`config.mk`:
```
export PLATFORM = sky130hd
export DESIGN_NAME = instr_fetch_unit_flat
export DESIGN_NICKNAME = d
export VERILOG_FILES = /design/src/rtl/fetch_pkg.sv /design/src/rtl/instr_fetch_unit_if.sv /design/src/rtl/fetch_fifo.sv /design/src/rtl/instr_fetch_unit.sv /design/src/flat_wrapper.sv
export SDC_FILE = /design/constraint.sdc
export NUM_CORES = 1
export LEC_CHECK = 0
export ABC_AREA = 0
export CORE_ASPECT_RATIO = 0.6
export CORE_UTILIZATION = 43
export CTS_BUF_LIST = sky130_fd_sc_hd__clkbuf_4 sky130_fd_sc_hd__clkbuf_8 sky130_fd_sc_hd__clkbuf_16
export CTS_CLUSTER_SIZE = 25
export DETAILED_ROUTE_END_ITERATION = 7
export PLACE_DENSITY_LB_ADDON = 0.2
export SYNTH_ARGS = -nofsm -noshare
export SYNTH_HDL_FRONTEND = slang
export SYNTH_SLANG_ARGS = --single-unit
export TNS_END_PERCENT = 50
```
`constraint.sdc`:
```
create_clock -name clk -period 2.98 [get_ports clk]
set_input_delay 0.596 -clock clk [delete_from_list [all_inputs] [get_ports clk]]
set_output_delay 0.596 -clock clk [all_outputs]
set_load 0.02 [all_outputs]
```
`src/rtl/fetch_pkg.sv`:
```
// Shared widths and the instruction-buffer slot type for the fetch unit.
package fetch_pkg;

   localparam int XLEN    = 32;
   localparam int INST_W  = 32;
   localparam int PC_STEP = 4;
   // Wide enough for several stacked redirect windows of discarded responses.
   localparam int DROP_W  = 8;

   typedef struct packed {
      logic [XLEN-1:0]   pc;
      logic [INST_W-1:0] inst;
      logic              filled;
   } fetch_slot_t;

endpackage

```
`src/rtl/instr_fetch_unit_if.sv`:
```
// Instruction-memory request/response channel plus the decode-side handshake.
interface instr_fetch_unit_if;
   import fetch_pkg::*;

   logic              imem_req_valid_o;
   logic              imem_req_ready_i;
   logic [XLEN-1:0]   imem_req_addr_o;
   logic              imem_rsp_valid_i;
   logic [INST_W-1:0] imem_rsp_data_i;
   logic              inst_valid_o;
   logic              inst_ready_i;
   logic [INST_W-1:0] inst_o;
   logic [XLEN-1:0]   inst_pc_o;

   modport master (
      output imem_req_valid_o, imem_req_addr_o, inst_valid_o, inst_o, inst_pc_o,
      input  imem_req_ready_i, imem_rsp_valid_i, imem_rsp_data_i, inst_ready_i
   );

   modport slave (
      input  imem_req_valid_o, imem_req_addr_o, inst_valid_o, inst_o, inst_pc_o,
      output imem_req_ready_i, imem_rsp_valid_i, imem_rsp_data_i, inst_ready_i
   );

endinterface

```
`src/rtl/fetch_fifo.sv`:
```
// Instruction buffer: slots are reserved at request time, filled in order by
// responses and popped from the head; flush empties everything at once.
module fetch_fifo
   import fetch_pkg::*;
#(
   parameter int DEPTH = 2
) (
   input  logic                   clk,
   input  logic                   rst,
   input  logic                   flush_i,
   input  logic                   reserve_i,
   input  logic [XLEN-1:0]        reserve_pc_i,
   input  logic                   fill_i,
   input  logic [INST_W-1:0]      fill_data_i,
   input  logic                   pop_i,
   output logic [$clog2(DEPTH):0] count_o,
   output logic [$clog2(DEPTH):0] unfilled_o,
   output fetch_slot_t            head_o
);

   localparam int PTR_W = $clog2(DEPTH);
   localparam int CNT_W = PTR_W + 1;

   fetch_slot_t      slots_q [DEPTH];
   fetch_slot_t      slots_d [DEPTH];
   logic [PTR_W-1:0] head_q, head_d, tail_q, tail_d, fill_q, fill_d;
   logic [CNT_W-1:0] count_q, count_d, unfilled_q, unfilled_d;

   always_comb begin
      // NOTE: every target gets a default first so no path can infer a latch.
      slots_d    = slots_q;
      head_d     = head_q;
      tail_d     = tail_q;
      fill_d     = fill_q;
      count_d    = count_q;
      unfilled_d = unfilled_q;
      if (flush_i) begin
         for (int i = 0; i < DEPTH; i++) slots_d[i].filled = 1'b0;
         head_d     = '0;
         tail_d     = '0;
         fill_d     = '0;
         count_d    = '0;
         unfilled_d = '0;
      end else begin
         // Pop, reserve and fill always address three distinct slots.
         if (pop_i) begin
            slots_d[head_q].filled = 1'b0;
            head_d = head_q + 1'b1;
         end
         if (reserve_i) begin
            slots_d[tail_q].pc     = reserve_pc_i;
            slots_d[tail_q].filled = 1'b0;
            tail_d = tail_q + 1'b1;
         end
         if (fill_i) begin
            slots_d[fill_q].inst   = fill_data_i;
            slots_d[fill_q].filled = 1'b1;
            fill_d = fill_q + 1'b1;
         end
         count_d    = count_q + CNT_W'(reserve_i) - CNT_W'(pop_i);
         unfilled_d = unfilled_q + CNT_W'(reserve_i) - CNT_W'(fill_i);
      end
   end

   always_ff @(posedge clk) begin
      if (rst) begin
         // NOTE: <= everywhere in sequential logic so every flop sees pre-edge values.
         head_q     <= '0;
         tail_q     <= '0;
         fill_q     <= '0;
         count_q    <= '0;
         unfilled_q <= '0;
         // NOTE: only the filled flags are reset; slot payload is never observed before it is rewritten.
         for (int i = 0; i < DEPTH; i++) slots_q[i].filled <= 1'b0;
      end else begin
         head_q     <= head_d;
         tail_q     <= tail_d;
         fill_q     <= fill_d;
         count_q    <= count_d;
         unfilled_q <= unfilled_d;
         slots_q    <= slots_d;
      end
   end

   assign count_o    = count_q;
   assign unfilled_o = unfilled_q;
   assign head_o     = slots_q[head_q];

endmodule

```
`src/rtl/instr_fetch_unit.sv`:
```
// Fetch control: request issue, next-PC selection, redirect flush and discard of
// stale responses. FETCH_MISALIGN_CHK_EN adds a sticky misaligned-target flag.
module instr_fetch_unit
   import fetch_pkg::*;
#(
   parameter int FIFO_DEPTH = 2
) (
   input  logic               clk,
   input  logic               rst,
   input  logic [XLEN-1:0]    pc_i,
   output logic [XLEN-1:0]    pc_next_o,
   input  logic               redirect_i,
   input  logic [XLEN-1:0]    redirect_pc_i,
`ifdef FETCH_MISALIGN_CHK_EN
   output logic               misalign_o,
`endif
   instr_fetch_unit_if.master bus
);

   localparam int CNT_W = $clog2(FIFO_DEPTH) + 1;

   logic [CNT_W-1:0]  count, unfilled;
   fetch_slot_t       head;
   logic [DROP_W-1:0] drop_q, drop_d, outstanding;
   logic              redirect, fire, pop, fill, fetch_en;

`ifdef FETCH_MISALIGN_CHK_EN
   logic misalign_q, misalign_d;

   always_comb begin
      misalign_d = misalign_q;
      if (redirect) misalign_d = (redirect_pc_i[1:0] != 2'b00);
   end

   always_ff @(posedge clk) begin
      if (rst) misalign_q <= 1'b0;
      else     misalign_q <= misalign_d;
   end

   assign misalign_o = misalign_q;
   assign fetch_en   = !misalign_q;
`else
   assign fetch_en = 1'b1;
`endif

   assign redirect = !rst && redirect_i;

   // A full buffer never issues, even when the head pops this cycle.
   assign bus.imem_req_valid_o = !rst && !redirect_i && fetch_en
                                 && (count < CNT_W'(FIFO_DEPTH));
   assign bus.imem_req_addr_o  = pc_i;
   assign fire = bus.imem_req_valid_o && bus.imem_req_ready_i;

   assign pc_next_o = redirect ? redirect_pc_i :
                      fire     ? pc_i + XLEN'(PC_STEP) : pc_i;

   assign bus.inst_valid_o = !rst && head.filled;
   assign bus.inst_o       = bus.inst_valid_o ? head.inst : '0;
   assign bus.inst_pc_o    = bus.inst_valid_o ? head.pc   : '0;
   assign pop = bus.inst_valid_o && bus.inst_ready_i;

   // Responses still owed by memory for requests the buffer no longer tracks.
   assign outstanding = drop_q + DROP_W'(unfilled);

   always_comb begin
      drop_d = drop_q;
      fill   = 1'b0;
      if (redirect) begin
         drop_d = outstanding
                  - DROP_W'(bus.imem_rsp_valid_i && (outstanding != '0));
      end else if (!rst && bus.imem_rsp_valid_i) begin
         if (drop_q != '0) drop_d = drop_q - 1'b1;
         else              fill   = (unfilled != '0);
      end
   end

   always_ff @(posedge clk) begin
      if (rst) drop_q <= '0;
      else     drop_q <= drop_d;
   end

   fetch_fifo #(
      .DEPTH (FIFO_DEPTH)
   ) u_fifo (
      .clk          (clk),
      .rst          (rst),
      .flush_i      (redirect),
      .reserve_i    (fire),
      .reserve_pc_i (pc_i),
      .fill_i       (fill),
      .fill_data_i  (bus.imem_rsp_data_i),
      .pop_i        (pop),
      .count_o      (count),
      .unfilled_o   (unfilled),
      .head_o       (head)
   );

endmodule

```
`src/flat_wrapper.sv`:
```
// flat-port wrapper written by rule: the top's interface ports become plain ports
module instr_fetch_unit_flat import fetch_pkg::*;
#(
   parameter int FIFO_DEPTH = 2
)
  (clk, rst, pc_i, pc_next_o, redirect_i, redirect_pc_i, bus_imem_req_valid_o, bus_imem_req_addr_o, bus_inst_valid_o, bus_inst_o, bus_inst_pc_o, bus_imem_req_ready_i, bus_imem_rsp_valid_i, bus_imem_rsp_data_i, bus_inst_ready_i);
  instr_fetch_unit_if bus_i ();
  input  logic clk;
  input  logic rst;
  input  logic [XLEN-1:0] pc_i;
  output logic [XLEN-1:0] pc_next_o;
  input  logic redirect_i;
  input  logic [XLEN-1:0] redirect_pc_i;
  output wire logic [$bits(bus_i.imem_req_valid_o)-1:0] bus_imem_req_valid_o;
  output wire logic [$bits(bus_i.imem_req_addr_o)-1:0] bus_imem_req_addr_o;
  output wire logic [$bits(bus_i.inst_valid_o)-1:0] bus_inst_valid_o;
  output wire logic [$bits(bus_i.inst_o)-1:0] bus_inst_o;
  output wire logic [$bits(bus_i.inst_pc_o)-1:0] bus_inst_pc_o;
  input wire logic [$bits(bus_i.imem_req_ready_i)-1:0] bus_imem_req_ready_i;
  input wire logic [$bits(bus_i.imem_rsp_valid_i)-1:0] bus_imem_rsp_valid_i;
  input wire logic [$bits(bus_i.imem_rsp_data_i)-1:0] bus_imem_rsp_data_i;
  input wire logic [$bits(bus_i.inst_ready_i)-1:0] bus_inst_ready_i;
  assign bus_imem_req_valid_o = bus_i.imem_req_valid_o;
  assign bus_imem_req_addr_o = bus_i.imem_req_addr_o;
  assign bus_inst_valid_o = bus_i.inst_valid_o;
  assign bus_inst_o = bus_i.inst_o;
  assign bus_inst_pc_o = bus_i.inst_pc_o;
  assign bus_i.imem_req_ready_i = bus_imem_req_ready_i;
  assign bus_i.imem_rsp_valid_i = bus_imem_rsp_valid_i;
  assign bus_i.imem_rsp_data_i = bus_imem_rsp_data_i;
  assign bus_i.inst_ready_i = bus_inst_ready_i;
  instr_fetch_unit #(.FIFO_DEPTH(FIFO_DEPTH)) u_core (.clk(clk), .rst(rst), .pc_i(pc_i), .pc_next_o(pc_next_o), .redirect_i(redirect_i), .redirect_pc_i(redirect_pc_i), .bus(bus_i));
endmodule
```
; Word level (Yosys, flattened, before mapping)
; Index checks and enable logic that the tools add are counted.
[totals]
out_inout_bits = 130
elab_cells = 89
reg_bits = 145
[classes]
order_cmp = 7
reduce_logical = 21
addsub = 11
mux = 33
n_bitwise = 5
[op_table]
columns = cell, count
row1 = 130-bit bitwise mux, 5
row2 = 130-bit 2-to-1 mux, 5
row3 = 65-bit demux with 1-bit select, 5
row4 = 65-bit 2-to-1 mux, 4
row5 = 32-bit 2-to-1 mux, 4
row6 = 33-bit 2-to-1 mux, 1
row7 = "32-bit by 3-bit adder with 32-bit output, second input constant", 1
row8 = 8-bit 2-to-1 mux, 3
row9 = 8-bit nonzero test, 2
row10 = 1-bit logical AND, 11
row11 = 8-bit by 2-bit adder with 8-bit output, 1
row12 = 8-bit by 1-bit subtractor with 8-bit output, 1
row13 = "8-bit by 1-bit subtractor with 8-bit output, second input constant", 1
row14 = "2-bit greater-or-equal comparator, second input constant", 3
row15 = "2-bit by 1-bit < comparator with 1-bit output, second input constant", 3
row16 = 1-bit 2-to-1 mux, 6
row17 = 1-bit inverter with 2-bit output, 3
row18 = 2-bit nonzero test, 3
row19 = 2-bit by 1-bit adder with 2-bit output, 2
row20 = 2-bit AND reduction, 2
row21 = 2-bit by 1-bit subtractor with 2-bit output, 2
row22 = "1-bit adder, second input constant", 3
row23 = 1-bit logical NOT, 2
row24 = "2-bit < comparator, second input constant", 1
row25 = other kinds (2), 3

; Depth between registers and ports, before layout
[logic_depth]
word_depth = 15
ltp_mapped = 14
depth_no_buf = 14

; Cells and area by module
; From an unflattened synthesis, not the netlist that was laid out.
[hier_totals]
hier_cells = 701
area_unflattened_um2 = 8055.2
[modules_own_cells]
columns = module, n_inst, area_per_inst_um2, cells_per_inst
row1 = fetch_fifo, 1, 5597.9, 323
row2 = instr_fetch_unit, 1, 2457.4, 378

; Worst setup path after synthesis
; Ideal clock, no wire load.
[synth_path]
path_type = flip-flop to flip-flop
from = register u_core.drop_q[0]
to = register u_core.drop_q[4]
synth_period_minus_slack_ns = 3.195
setup_time_ns = 0.095
path_buffers = 0
setup_slack_ns = -0.215
stages_incl_launch_ff = 14
required_ns = 2.885
arrival_time_ns = 3.099
path_cell_list = dfxtp_1 -> ha_1 -> inv_1 -> fa_1 -> nor2b_1 -> a21oi_1 -> or4_1 -> o21a_1 -> ha_1 -> ha_1 -> mux2i_1 -> o21ai_0 -> or2_1 -> a221oi_1
[synth_via]
elab_chain_cells = 5
[synth_lines]
columns = item, line
row1 = start: declaration, instr_fetch_unit.sv:24  ; logic [DROP_W-1:0] drop_q, drop_d, outstanding;
row2 = start signal: assignment, instr_fetch_unit.sv:79  ; else drop_q <= drop_d;
row3 = 8-bit by 2-bit adder with 8-bit output, instr_fetch_unit.sv:63  ; assign outstanding = drop_q + DROP_W'(unfilled);
row4 = 8-bit nonzero test, instr_fetch_unit.sv:70  ; - DROP_W'(bus.imem_rsp_valid_i && (outstanding != '0));
row5 = 1-bit logical AND, instr_fetch_unit.sv:70
row6 = 8-bit by 1-bit subtractor with 8-bit output, instr_fetch_unit.sv:70
row7 = 8-bit 2-to-1 mux, instr_fetch_unit.sv:68  ; if (redirect) begin
; Several ways; a longest one is shown, not always the timed one. The select of a mux whose other input is x is not followed.
; A chain may end at the register's enable or synchronous reset.

; Worst setup path after layout
[layout_path]
from = register u_core.u_fifo.unfilled_q[0], in the netlist u_core.u_fifo.unfilled_o[0]
to = register u_core.drop_q[4]
[layout_via]
elab_chain_cells = 5
[layout_lines]
columns = item, line
row1 = start: declaration, fetch_fifo.sv:27  ; logic [CNT_W-1:0] count_q, count_d, unfilled_q, unfilled_d;
row2 = start signal: assignment, fetch_fifo.sv:80  ; unfilled_q <= unfilled_d;
row3 = 8-bit by 2-bit adder with 8-bit output (*), instr_fetch_unit.sv:63
row4 = 8-bit nonzero test, instr_fetch_unit.sv:70
row5 = 1-bit logical AND, instr_fetch_unit.sv:70
row6 = 8-bit by 1-bit subtractor with 8-bit output (*), instr_fetch_unit.sv:70
row7 = 8-bit 2-to-1 mux (*), instr_fetch_unit.sv:68
; Every way passes the cells marked *; elsewhere a longest branch is shown, timed or not.

==> flow_metrics.env <==
export IMPL_status="complete, but fails checks"
export IMPL_violations="negative setup slack"
export IMPL_finClkSkew_ns=0.00703
export IMPL_syn_nets=829
export IMPL_synthTopCellsByArea="edfxtp_1 49%, mux2i_1 8.8%, dfxtp_1 4.3%"
export IMPL_start_util=0.448
export IMPL_critPathArrivalTime_ns=3.39
export IMPL_crit_chain="ha_4 -> inv_2 -> fa_2 -> nor2b_4 -> a21oi_2 -> or4_1 -> o21a_1 -> ha_2 -> ha_4 -> mux2i_1 -> o21ai_2 -> or2_1 -> a221oi_2"
export IMPL_regToRegSetupSlack_ns=-0.08
export IMPL_synth_cell_types=56
export IMPL_slew_headroom=0.413
export IMPL_grt_usage=0.248
export IMPL_nNetsFinal=1096
export IMPL_hp_start="u_core.u_fifo.tail_q"
export IMPL_path_clk_slew_ns=0.06
export IMPL_grt_overflow_total=0
export IMPL_ys_flop_type="edfxtp_1"
export IMPL_grt_pass1_vias=6366
export IMPL_die_height_microns=107
export IMPL_core_region_area_sq_um=17500
export IMPL_setup_worst_path_start_class="register"
export IMPL_finish_utilization=0.670
export IMPL_yosys_warnings=0
export IMPL_highest_layer="met4"
export IMPL_antenna_cells=0
export IMPL_r2r_cells=13
export IMPL_drv_slew=0
export IMPL_period_needed_ns=3.06
export IMPL_total_power_uw=6130
export IMPL_reg2reg_from="u_core.u_fifo.unfilled_o[0]"
export IMPL_ir_worst_vdd_v=0.000391
export IMPL_cpMostUsedCell="ha_4"
export IMPL_yosysTopAreaCell="edfxtp_1"
export IMPL_gp_congestion=0.876
export IMPL_route_antenna_remaining_nets=0
export IMPL_min_delay_worst_endpoint="u_core.u_fifo.tail_q"
export IMPL_drive_gt1_frac=0.212
export IMPL_finalHoldViolCount=0
export IMPL_max_stage_delay_ns=0.52
export IMPL_grt_pass1_wl_mm=35.4
export IMPL_met3_length_mm=1.97
export IMPL_die_area_sq_um=18800
export IMPL_die_w_microns=176
export IMPL_seq_area_frac_synth=0.534
export IMPL_avgViaCountPerCell=5.39
export IMPL_grt_max_degree=68
export IMPL_drv_cap=0
export IMPL_cts_buffers=17
export IMPL_synth_top_cell_area_share=0.490
export IMPL_synth_commonest_cells="128 x edfxtp_1, 81 x nor2_1, 69 x mux2i_1"
export IMPL_synth_edf_count=128
export IMPL_cts_tree="built"
export IMPL_min_path_type="reg2reg"
export IMPL_synth_seq_cells=145
export IMPL_area_growth_pct=49.6
export IMPL_synth_cells=715
export IMPL_holdPathStages=2
export IMPL_worstPathRequired_ns=3.31
export IMPL_clock_sinks=145
export IMPL_end_kind="register"
export IMPL_rsz0062_at_grt="true"
export IMPL_remaining_drc_errors=0
export IMPL_h_tree_depth=4
export IMPL_leakagePower_uw=0.00507
export IMPL_finalSetupViolCount=3
export IMPL_place_area_sq_um=10800
export IMPL_dp_slack_ns=-0.634
export IMPL_portBuffers=231
export IMPL_vias=6619
export IMPL_io_pins=232
export IMPL_crit_fanout=5
export IMPL_ys_async_sr_fraction=0
export IMPL_yosysMostFrequentCell="edfxtp_1"
export IMPL_rows=37
export IMPL_clk_latency_ns=0.42
export IMPL_routed_wl_mm=23.7
export IMPL_setup_ws_ns=-0.0760
export IMPL_met2_length_mm=10.3
export IMPL_worstSetupPathType="reg2reg"
export IMPL_synthesis_area_sq_um=7840
export IMPL_tightest_slew_ns=0.872
export IMPL_cts_root_buf="clkbuf_16"
export IMPL_critPathSlowestCell="or4_1"
export IMPL_r2r_end="u_core.drop_q[4]"
export IMPL_cts_max_path_buffers=2
export IMPL_drt_pass1_iterations=5
export IMPL_wl_per_cell_microns=19.3
export IMPL_antenna_found_initial=0
export IMPL_dp_hpwl_mm=16.9
export IMPL_met1Wirelength_mm=11.2
export IMPL_ctsHoldBuffers=0
export IMPL_power_density_nw_per_um2=522
export IMPL_post_route_period_util=1.03
export IMPL_drtIter0Drc=605
export IMPL_final_cell_area_sq_um=11700
export IMPL_syn_mean_instance_area_sq_um=11.0
export IMPL_max_freq_mhz=327
report_power, final:
part / internal [uW] / switching, uW
sequential: 2260 / 65.6
combinational: 759 / 856
clock: 1270 / 914
total: 4290 / 1830
worst max-delay path: cells and delay by family (launching register included):
family	cells	cell delay, ns
fa+ha+maj	4	0.92
flops	1	0.36
mux	1	0.18
simple gates	3	0.88
compound gates	4	0.61
buf+inv	1	0.03
sequential cells by signal, indices dropped and copies added (netlist names):
signal                    cells
u_core.drop_q                 8
u_core.u_fifo.head_q          1
u_core.u_fifo.count_o         2
u_core.u_fifo.slots_q       130
u_core.u_fifo.fill_q          1
u_core.u_fifo.tail_q          1
u_core.u_fifo.unfilled_o      2
metrics by stage:
| stage | setup TNS (ns) | hold WS, ns | std cells |
|---|---|---|---|
| 4_1_cts | -0.428 | 0.493 | 1227 |
| 6_report | -0.166 | 0.492 | 1229 |
| 2_1_floorplan | -0.0187 | 0.444 | 715 |
| 3_5_place_dp | -31.54 | 0.482 | 1192 |
| 3_3_place_gp | -29.02 | 0.459 | 1192 |
| 5_1_grt | -0.868 | 0.521 | 1229 |
cell type report:
cell class                 instances  area (sq um)
multi-input combinational        476          3520
timing repair buffer             322          3040
inverter                          20          75.1
fill                            1317          5770
tap                              234           293
sequential                       145          4190
clock buffer                      18           433
clock inverter                    14           173
cell usage in the layout (no fill, tap or decap), types with 9 or more instances in the layout:
cell             instances
and2_1                  35
edfxtp_1               128
xnor2_1                 30
clkbuf_16               17
buf_12                   9
o21ai_1                 27
dlygate4sd2_1           60
and3_1                  38
dfxtp_1                 12
buf_2                   13
nand2_1                 51
buf_4                   83
nand3_1                 13
nor2_1                  79
dlymetal6s2s_1          28
xor2_1                  12
inv_1                   18
mux2i_1                 69
clkdlybuf4s50_1        118
how the worst max path moves through the flow:
stage	slack, ns	start	cells past startpoint	to
floorplan	-0.02	u_core.drop_q[0]	13	u_core.drop_q[4]
global placement	-0.60	redirect_i	8	pc_next_o[31]
detailed placement	-0.63	redirect_i	8	pc_next_o[27]
CTS	-0.16	pc_i[7]	9	pc_next_o[31]
global route	-0.18	u_core.drop_q[1]	12	u_core.drop_q[4]
finish	-0.08	u_core.u_fifo.unfilled_o[0]	13	u_core.drop_q[4]
per-layer routing:
metal,up-vias,global-route usage
met4,0,0.0628
met5,-,0
met3,21,0.0617
met1,3204,0.371
li1,3071,-
met2,323,0.356
cell families (layout without fill, tap and decap cells):
logic type                 after synthesis  in the layout  synth area share
buffers and inverters                   94            374            0.0614
muxes                                   72             72            0.0924
AOI/OAI and AO/OA                       68             68            0.0552
and+or+nand+nor                        282            282             0.190
adders and majority gates               12             12            0.0201
DFF                                    145            145             0.534
xor gates and xnor gates                42             42            0.0469
repair_timing:
action	CTS	global route
cloned	2	0
buffers inserted	1	2
endpoints found under the setup margin	103	51
resized for setup	163	98
pin swaps	8	30
(Power assumes the default switching activity.)
